**src/rtl/l2_flush_seq_if.sv**
```systemverilog
// Handshake bundle between the L2 flush walker (master) and the L2 control/tag/evict side (slave).
// L2_FLUSH_ABORT_EN adds the flush_abort / flush_aborted pair.
interface l2_flush_seq_if #(
  parameter int unsigned L2_SETS = 256,
  parameter int unsigned L2_WAYS = 8,
  parameter int unsigned N_REQS  = 4
);
  localparam int unsigned SET_W = $clog2(L2_SETS);
  localparam int unsigned WAY_W = $clog2(L2_WAYS);
  localparam int unsigned OUT_W = $clog2(N_REQS) + 1;
  localparam int unsigned CNT_W = $clog2(L2_SETS * L2_WAYS) + 1;

  logic             flush_start;
  logic             flush_busy;
  logic             flush_done;
  logic             rd_valid;
  logic             rd_ready;
  logic [SET_W-1:0] rd_set;
  logic [WAY_W-1:0] rd_way;
  logic             rd_resp_valid;
  logic             rd_resp_dirty;
  logic             evict_valid;
  logic             evict_ready;
  logic [SET_W-1:0] evict_set;
  logic [WAY_W-1:0] evict_way;
  logic             evict_ack;
  logic [OUT_W-1:0] outstanding;
  logic [CNT_W-1:0] evict_cnt;
`ifdef L2_FLUSH_ABORT_EN
  logic             flush_abort;
  logic             flush_aborted;

  modport master (
    input  flush_start, rd_ready, rd_resp_valid, rd_resp_dirty, evict_ready, evict_ack, flush_abort,
    output flush_busy, flush_done, rd_valid, rd_set, rd_way, evict_valid, evict_set, evict_way,
           outstanding, evict_cnt, flush_aborted
  );
  modport slave (
    output flush_start, rd_ready, rd_resp_valid, rd_resp_dirty, evict_ready, evict_ack, flush_abort,
    input  flush_busy, flush_done, rd_valid, rd_set, rd_way, evict_valid, evict_set, evict_way,
           outstanding, evict_cnt, flush_aborted
  );
`else
  modport master (
    input  flush_start, rd_ready, rd_resp_valid, rd_resp_dirty, evict_ready, evict_ack,
    output flush_busy, flush_done, rd_valid, rd_set, rd_way, evict_valid, evict_set, evict_way,
           outstanding, evict_cnt
  );
  modport slave (
    output flush_start, rd_ready, rd_resp_valid, rd_resp_dirty, evict_ready, evict_ack,
    input  flush_busy, flush_done, rd_valid, rd_set, rd_way, evict_valid, evict_set, evict_way,
           outstanding, evict_cnt
  );
`endif
endinterface

```
**src/rtl/l2_flush_seq.sv**
```systemverilog
// Full L2 flush walker: reads every (set, way), evicts dirty lines under a request-buffer credit
// limit, drains outstanding evictions, then pulses done. L2_FLUSH_ABORT_EN enables early abort.
module l2_flush_seq #(
  parameter int unsigned L2_SETS = 256,
  parameter int unsigned L2_WAYS = 8,
  parameter int unsigned N_REQS  = 4
) (
  input  logic           clk,
  input  logic           rst,
  l2_flush_seq_if.master bus
);
  localparam int unsigned SET_W = $clog2(L2_SETS);
  localparam int unsigned WAY_W = $clog2(L2_WAYS);
  localparam int unsigned OUT_W = $clog2(N_REQS) + 1;
  localparam int unsigned CNT_W = $clog2(L2_SETS * L2_WAYS) + 1;

  typedef enum logic [2:0] {
    S_IDLE, S_READ, S_WAIT, S_EVICT, S_NEXT, S_DRAIN, S_DONE
  } state_t;

  state_t           state_q;
  logic [SET_W-1:0] set_q;
  logic [WAY_W-1:0] way_q;
  logic [OUT_W-1:0] outst_q, outst_d;
  logic [CNT_W-1:0] cnt_q;
  logic             busy_q, done_q, rd_valid_q, evict_valid_q;
  logic             rd_hs, ev_hs, ack_ok, last_way, last_set, credit_d, abort_now;

`ifdef L2_FLUSH_ABORT_EN
  logic             abort_q, aborted_q;
  assign abort_now = abort_q | bus.flush_abort;
`else
  assign abort_now = 1'b0;
`endif

  assign rd_hs    = rd_valid_q & bus.rd_ready;
  assign ev_hs    = evict_valid_q & bus.evict_ready;
  assign ack_ok   = bus.evict_ack & (outst_q != '0);
  assign last_way = (way_q == WAY_W'(L2_WAYS - 1));
  assign last_set = (set_q == SET_W'(L2_SETS - 1));
  assign credit_d = (outst_d < OUT_W'(N_REQS));

  // Outstanding evictions: simultaneous issue and retire cancel; a stray ack at zero is dropped.
  always_comb begin
    outst_d = outst_q;
    if (ev_hs && !ack_ok)
      outst_d = outst_q + OUT_W'(1);
    else if (!ev_hs && ack_ok)
      outst_d = outst_q - OUT_W'(1);
  end

  always_ff @(posedge clk or posedge rst) begin
    if (rst) begin
      state_q       <= S_IDLE;
      set_q         <= '0;
      way_q         <= '0;
      outst_q       <= '0;
      cnt_q         <= '0;
      busy_q        <= 1'b0;
      done_q        <= 1'b0;
      rd_valid_q    <= 1'b0;
      evict_valid_q <= 1'b0;
`ifdef L2_FLUSH_ABORT_EN
      abort_q       <= 1'b0;
      aborted_q     <= 1'b0;
`endif
    end else begin
      outst_q <= outst_d;
      done_q  <= 1'b0;
`ifdef L2_FLUSH_ABORT_EN
      aborted_q <= 1'b0;
      if (state_q != S_IDLE && bus.flush_abort)
        abort_q <= 1'b1;
`endif
      case (state_q)
        S_IDLE: begin
          if (bus.flush_start) begin
            state_q    <= S_READ;
            busy_q     <= 1'b1;
            rd_valid_q <= 1'b1;
            set_q      <= '0;
            way_q      <= '0;
            cnt_q      <= '0;
          end
        end
        S_READ: begin
          if (rd_hs) begin
            rd_valid_q <= 1'b0;
            state_q    <= S_WAIT;
          end
        end
        S_WAIT: begin
          if (bus.rd_resp_valid) begin
            if (bus.rd_resp_dirty) begin
              state_q       <= S_EVICT;
              evict_valid_q <= credit_d;
            end else begin
              state_q <= S_NEXT;
            end
          end
        end
        // evict_valid tracks the credit check each cycle so it reflects outstanding < N_REQS.
        S_EVICT: begin
          if (ev_hs) begin
            evict_valid_q <= 1'b0;
            cnt_q         <= cnt_q + CNT_W'(1);
            state_q       <= S_NEXT;
          end else begin
            evict_valid_q <= credit_d;
          end
        end
        S_NEXT: begin
          if (abort_now) begin
            state_q <= S_DRAIN;
          end else if (!last_way) begin
            way_q      <= way_q + WAY_W'(1);
            rd_valid_q <= 1'b1;
            state_q    <= S_READ;
          end else begin
            way_q <= '0;
            if (last_set) begin
              state_q <= S_DRAIN;
            end else begin
              set_q      <= set_q + SET_W'(1);
              rd_valid_q <= 1'b1;
              state_q    <= S_READ;
            end
          end
        end
        S_DRAIN: begin
          if (outst_q == '0) begin
            state_q <= S_DONE;
            done_q  <= 1'b1;
`ifdef L2_FLUSH_ABORT_EN
            aborted_q <= abort_q;
`endif
          end
        end
        S_DONE: begin
          state_q <= S_IDLE;
          busy_q  <= 1'b0;
`ifdef L2_FLUSH_ABORT_EN
          abort_q <= 1'b0;
`endif
        end
        default: state_q <= S_IDLE;
      endcase
    end
  end

  assign bus.flush_busy  = busy_q;
  assign bus.flush_done  = done_q;
  assign bus.rd_valid    = rd_valid_q;
  assign bus.rd_set      = set_q;
  assign bus.rd_way      = way_q;
  assign bus.evict_valid = evict_valid_q;
  assign bus.evict_set   = set_q;
  assign bus.evict_way   = way_q;
  assign bus.outstanding = outst_q;
  assign bus.evict_cnt   = cnt_q;
`ifdef L2_FLUSH_ABORT_EN
  assign bus.flush_aborted = aborted_q;
`endif

endmodule

```
**src/flat_wrapper.sv**
```systemverilog
// flat-port wrapper written by rule: the top's interface ports become plain ports
module l2_flush_seq_flat 
#(
  parameter int unsigned L2_SETS = 256,
  parameter int unsigned L2_WAYS = 8,
  parameter int unsigned N_REQS  = 4
)
  (clk, rst, bus_flush_start, bus_rd_ready, bus_rd_resp_valid, bus_rd_resp_dirty, bus_evict_ready, bus_evict_ack, bus_flush_busy, bus_flush_done, bus_rd_valid, bus_rd_set, bus_rd_way, bus_evict_valid, bus_evict_set, bus_evict_way, bus_outstanding, bus_evict_cnt);
  l2_flush_seq_if #(.L2_SETS(L2_SETS), .L2_WAYS(L2_WAYS), .N_REQS(N_REQS)) bus_i ();
  input  logic clk;
  input  logic rst;
  input wire logic [$bits(bus_i.flush_start)-1:0] bus_flush_start;
  input wire logic [$bits(bus_i.rd_ready)-1:0] bus_rd_ready;
  input wire logic [$bits(bus_i.rd_resp_valid)-1:0] bus_rd_resp_valid;
  input wire logic [$bits(bus_i.rd_resp_dirty)-1:0] bus_rd_resp_dirty;
  input wire logic [$bits(bus_i.evict_ready)-1:0] bus_evict_ready;
  input wire logic [$bits(bus_i.evict_ack)-1:0] bus_evict_ack;
  output wire logic [$bits(bus_i.flush_busy)-1:0] bus_flush_busy;
  output wire logic [$bits(bus_i.flush_done)-1:0] bus_flush_done;
  output wire logic [$bits(bus_i.rd_valid)-1:0] bus_rd_valid;
  output wire logic [$bits(bus_i.rd_set)-1:0] bus_rd_set;
  output wire logic [$bits(bus_i.rd_way)-1:0] bus_rd_way;
  output wire logic [$bits(bus_i.evict_valid)-1:0] bus_evict_valid;
  output wire logic [$bits(bus_i.evict_set)-1:0] bus_evict_set;
  output wire logic [$bits(bus_i.evict_way)-1:0] bus_evict_way;
  output wire logic [$bits(bus_i.outstanding)-1:0] bus_outstanding;
  output wire logic [$bits(bus_i.evict_cnt)-1:0] bus_evict_cnt;
  assign bus_i.flush_start = bus_flush_start;
  assign bus_i.rd_ready = bus_rd_ready;
  assign bus_i.rd_resp_valid = bus_rd_resp_valid;
  assign bus_i.rd_resp_dirty = bus_rd_resp_dirty;
  assign bus_i.evict_ready = bus_evict_ready;
  assign bus_i.evict_ack = bus_evict_ack;
  assign bus_flush_busy = bus_i.flush_busy;
  assign bus_flush_done = bus_i.flush_done;
  assign bus_rd_valid = bus_i.rd_valid;
  assign bus_rd_set = bus_i.rd_set;
  assign bus_rd_way = bus_i.rd_way;
  assign bus_evict_valid = bus_i.evict_valid;
  assign bus_evict_set = bus_i.evict_set;
  assign bus_evict_way = bus_i.evict_way;
  assign bus_outstanding = bus_i.outstanding;
  assign bus_evict_cnt = bus_i.evict_cnt;
  l2_flush_seq #(.L2_SETS(L2_SETS), .L2_WAYS(L2_WAYS), .N_REQS(N_REQS)) u_core (.clk(clk), .rst(rst), .bus(bus_i));
endmodule
```
**config.mk**
```make
export PLATFORM = sky130hd
export DESIGN_NAME = l2_flush_seq_flat
export DESIGN_NICKNAME = d
export VERILOG_FILES = /design/src/rtl/l2_flush_seq_if.sv /design/src/rtl/l2_flush_seq.sv /design/src/flat_wrapper.sv
export SDC_FILE = /design/constraint.sdc
export NUM_CORES = 1
export LEC_CHECK = 0
export ABC_AREA = 1
export CAP_MARGIN = 20
export CORE_ASPECT_RATIO = 0.5
export CORE_UTILIZATION = 25
export DETAILED_ROUTE_END_ITERATION = 10
export GPL_ROUTABILITY_DRIVEN = 0
export REMOVE_ABC_BUFFERS = 1
export SYNTH_ARGS = -nofsm -noshare
export SYNTH_HDL_FRONTEND = slang
export SYNTH_SLANG_ARGS = --single-unit
```
**constraint.sdc**
```tcl
create_clock -name clk -period 4.6 [get_ports clk]
set_clock_uncertainty 0.15 [all_clocks]
set_input_delay 1.38 -clock clk [delete_from_list [all_inputs] [get_ports clk]]
set_output_delay 1.38 -clock clk [all_outputs]
set_load 0.005 [all_outputs]
```
==> results.json <==
{
  "outcome": "finished, final reports clean",
  "routedWlPerCell_um": 10.6,
  "route.antenna.remaining_nets": 0,
  "finalNetCount": 346,
  "dp_hpwl_um": 3420,
  "die_w_um": 133,
  "worst_setup_path_end_kind": "primary output",
  "rsz0062_at_grt": "no",
  "antenna_found_initial": 0,
  "grt_usage_pct": 10.9,
  "start_util_pct": 26.2,
  "clock_latency_ps": 270,
  "rows": 23,
  "p_leak_nw": 1.27,
  "htree_levels": 2,
  "vias": 1929,
  "setup_violations": 0,
  "cts_tree": "yes",
  "clk_path_buf_depth": 2,
  "cp.required_ps": 3070,
  "drt_first_iter_violations": 57,
  "power_mw": 1.25,
  "finalCritPeriodShare_pct": 61.2,
  "arrival_ps": 1290,
  "synthCells": 289,
  "final-instance-count-excl-fill": 442,
  "finalSetupTns_ps": 0,
  "io_pins": 49,
  "min_path_type": "register to register",
  "yosysSeqAreaShare_pct": 38.8,
  "yosys_warnings": 0,
  "n_antenna_cell": 0,
  "slew_viol_final": 0,
  "synth-edff-count": 0,
  "synth_cell_types": 29,
  "critPathKind": "register to primary output",
  "hold_viol": 0,
  "drc": 0,
  "min_period_ps": 2820,
  "cts_hold_buf": 0,
  "cts_buffers": 5,
  "path_cells": "clkdlybuf4s50_1",
  "dpl_cell_area_um2": 2640,
  "placedCellCount": 434,
  "ir_worst_vdd_v": 0.000170,
  "slowest_stage": "clkdlybuf4s50_1",
  "holdWs_ps": 346,
  "fin_area_um2": 2800,
  "slowest_delay_ps": 540,
  "cp_top_family": "buffers and inverters",
  "dpl_worst_slack_ps": 1560,
  "wirelength_um": 4670,
  "startpoint_type": "register",
  "port_buffers": 48,
  "final_common_cell": "nand2_1",
  "ys_seq_elements": 33,
  "layout_common_cells": "87 x nand2_1, 48 x clkdlybuf4s50_1, 33 x dfrtp_1, 31 x nand3_1, 29 x inv_1",
  "relSlewSlack_pct": 47.5,
  "setup_ws_ps": 1780,
  "grt_first_pass_wirelength_um": 7780,
  "grt_max_degree": 34,
  "clk_pin_slew_ps": 50,
  "grt-ovfl-total": 0,
  "die_h_um": 67.3,
  "finalCoreUtilization_pct": 34.4,
  "cts_setup_buffers": 0,
  "pwr_density_cell_nw_per_um2": 446,
  "root_buffer": "clkbuf_16",
  "path_buf_inv": 1,
  "die_area_um2": 8920,
  "drive_gt1_share_pct": 7.58,
  "cap_violations": 0,
  "core_um2": 8140,
  "grt_pass1_vias": 1701,
  "synthArstFlopShare_pct": 100,
  "area_delta_synth_final_pct": 31.4,
  "cts.sinks": 33,
  "synthFlopType": "dfrtp_1",
  "firstDrtPassIters": 4,
  "max_freq_mhz": 355,
  "cts_resized": 0,
  "routed_via_density": 4.36,
  "cp_max_fo": 7,
  "syn_area_um2": 2130,
  "worstMarginPinSlew_ps": 785,
  "syn_area_per_cell_um2": 7.37
}
[cell usage after synthesis, types with 2 or more instances]
library cell	instances	area (um2)
inv_2	2	7.51
nand3b_1	3	22.5
ha_1	9	113
o21ai_1	8	40.0
dfrtp_1	33	826
nand2_1	87	327
nor2_4	2	22.5
buf_2	3	15.0
inv_1	29	109
nand3_1	31	155
nor2_1	23	86.3
a21oi_1	4	20.0
o21ai_2	2	17.5
a21o_1	2	15.0
or2_2	5	31.3
nand4_1	8	50.1
o21ai_0	14	70.1
a22o_1	2	17.5
buf_4	12	90.1
[area by class of cell]
cell class	instances	area, um2
Fill cell	857	5340
Clock buffer	7	153
Multi-Input combinational cell	208	1070
Tap cell	112	140
Clock inverter	1	5.00
Sequential cell	33	826
Inverter	32	123
Timing Repair Buffer	49	488
[registers in the layout (all words and copies together), names as in the netlist]
name,count
u_core.bus.evict_way,3
u_core.bus.flush_done,1
u_core.bus.flush_busy,1
u_core.bus.evict_valid,1
u_core.state_q,3
u_core.bus.evict_cnt,12
u_core.bus.rd_valid,1
u_core.bus.outstanding,3
u_core.bus.evict_set,8
[path summary, 6_finish.rpt]
path                                         start                      end  cells after the start  slack, ps
setup / recovery           u_core.bus.evict_cnt[8]         bus_evict_cnt[8]                      1       1780
hold / removal                 u_core.bus.rd_valid      u_core.bus.rd_valid                      2        350
setup reg to reg                 u_core.state_q[0]  u_core.bus.evict_set[7]                      6       2400
hold reg to reg                u_core.bus.rd_valid      u_core.bus.rd_valid                      2        350
max in group asynchronous                      rst  u_core.bus.evict_cnt[4]                      3       2630
min in group asynchronous                      rst  u_core.bus.evict_cnt[5]                      3       1350
[report_power, final]
group	total [mW]	switching (mW)	internal, mW
logic	0.484	0.273	0.212
registers	0.416	0.0711	0.345
clock network	0.349	0.120	0.229
[layer usage]
layer | vias up | track usage [%] | share of wire (%)
met5 | - | 0 | 0
met4 | 0 | 3.88 | 1.2
met3 | 7 | 2.03 | 2.5
met2 | 18 | 18.9 | 46
met1 | 895 | 13.8 | 51
li1 | 1009 | - | -
[logic make-up after synthesis]
kind of cell             after synthesis  synth area share (%)
adder cells (fa/ha/maj)                9                  5.28
AO/OA/AOI/OAI                         35                  9.92
buffers and inverters                 48                  11.2
flip-flops                            33                  38.8
XOR/XNOR                               1                 0.411
AND/OR/NAND/NOR                      163                  34.4
Note: power is estimated with default switching activity, not from simulation.
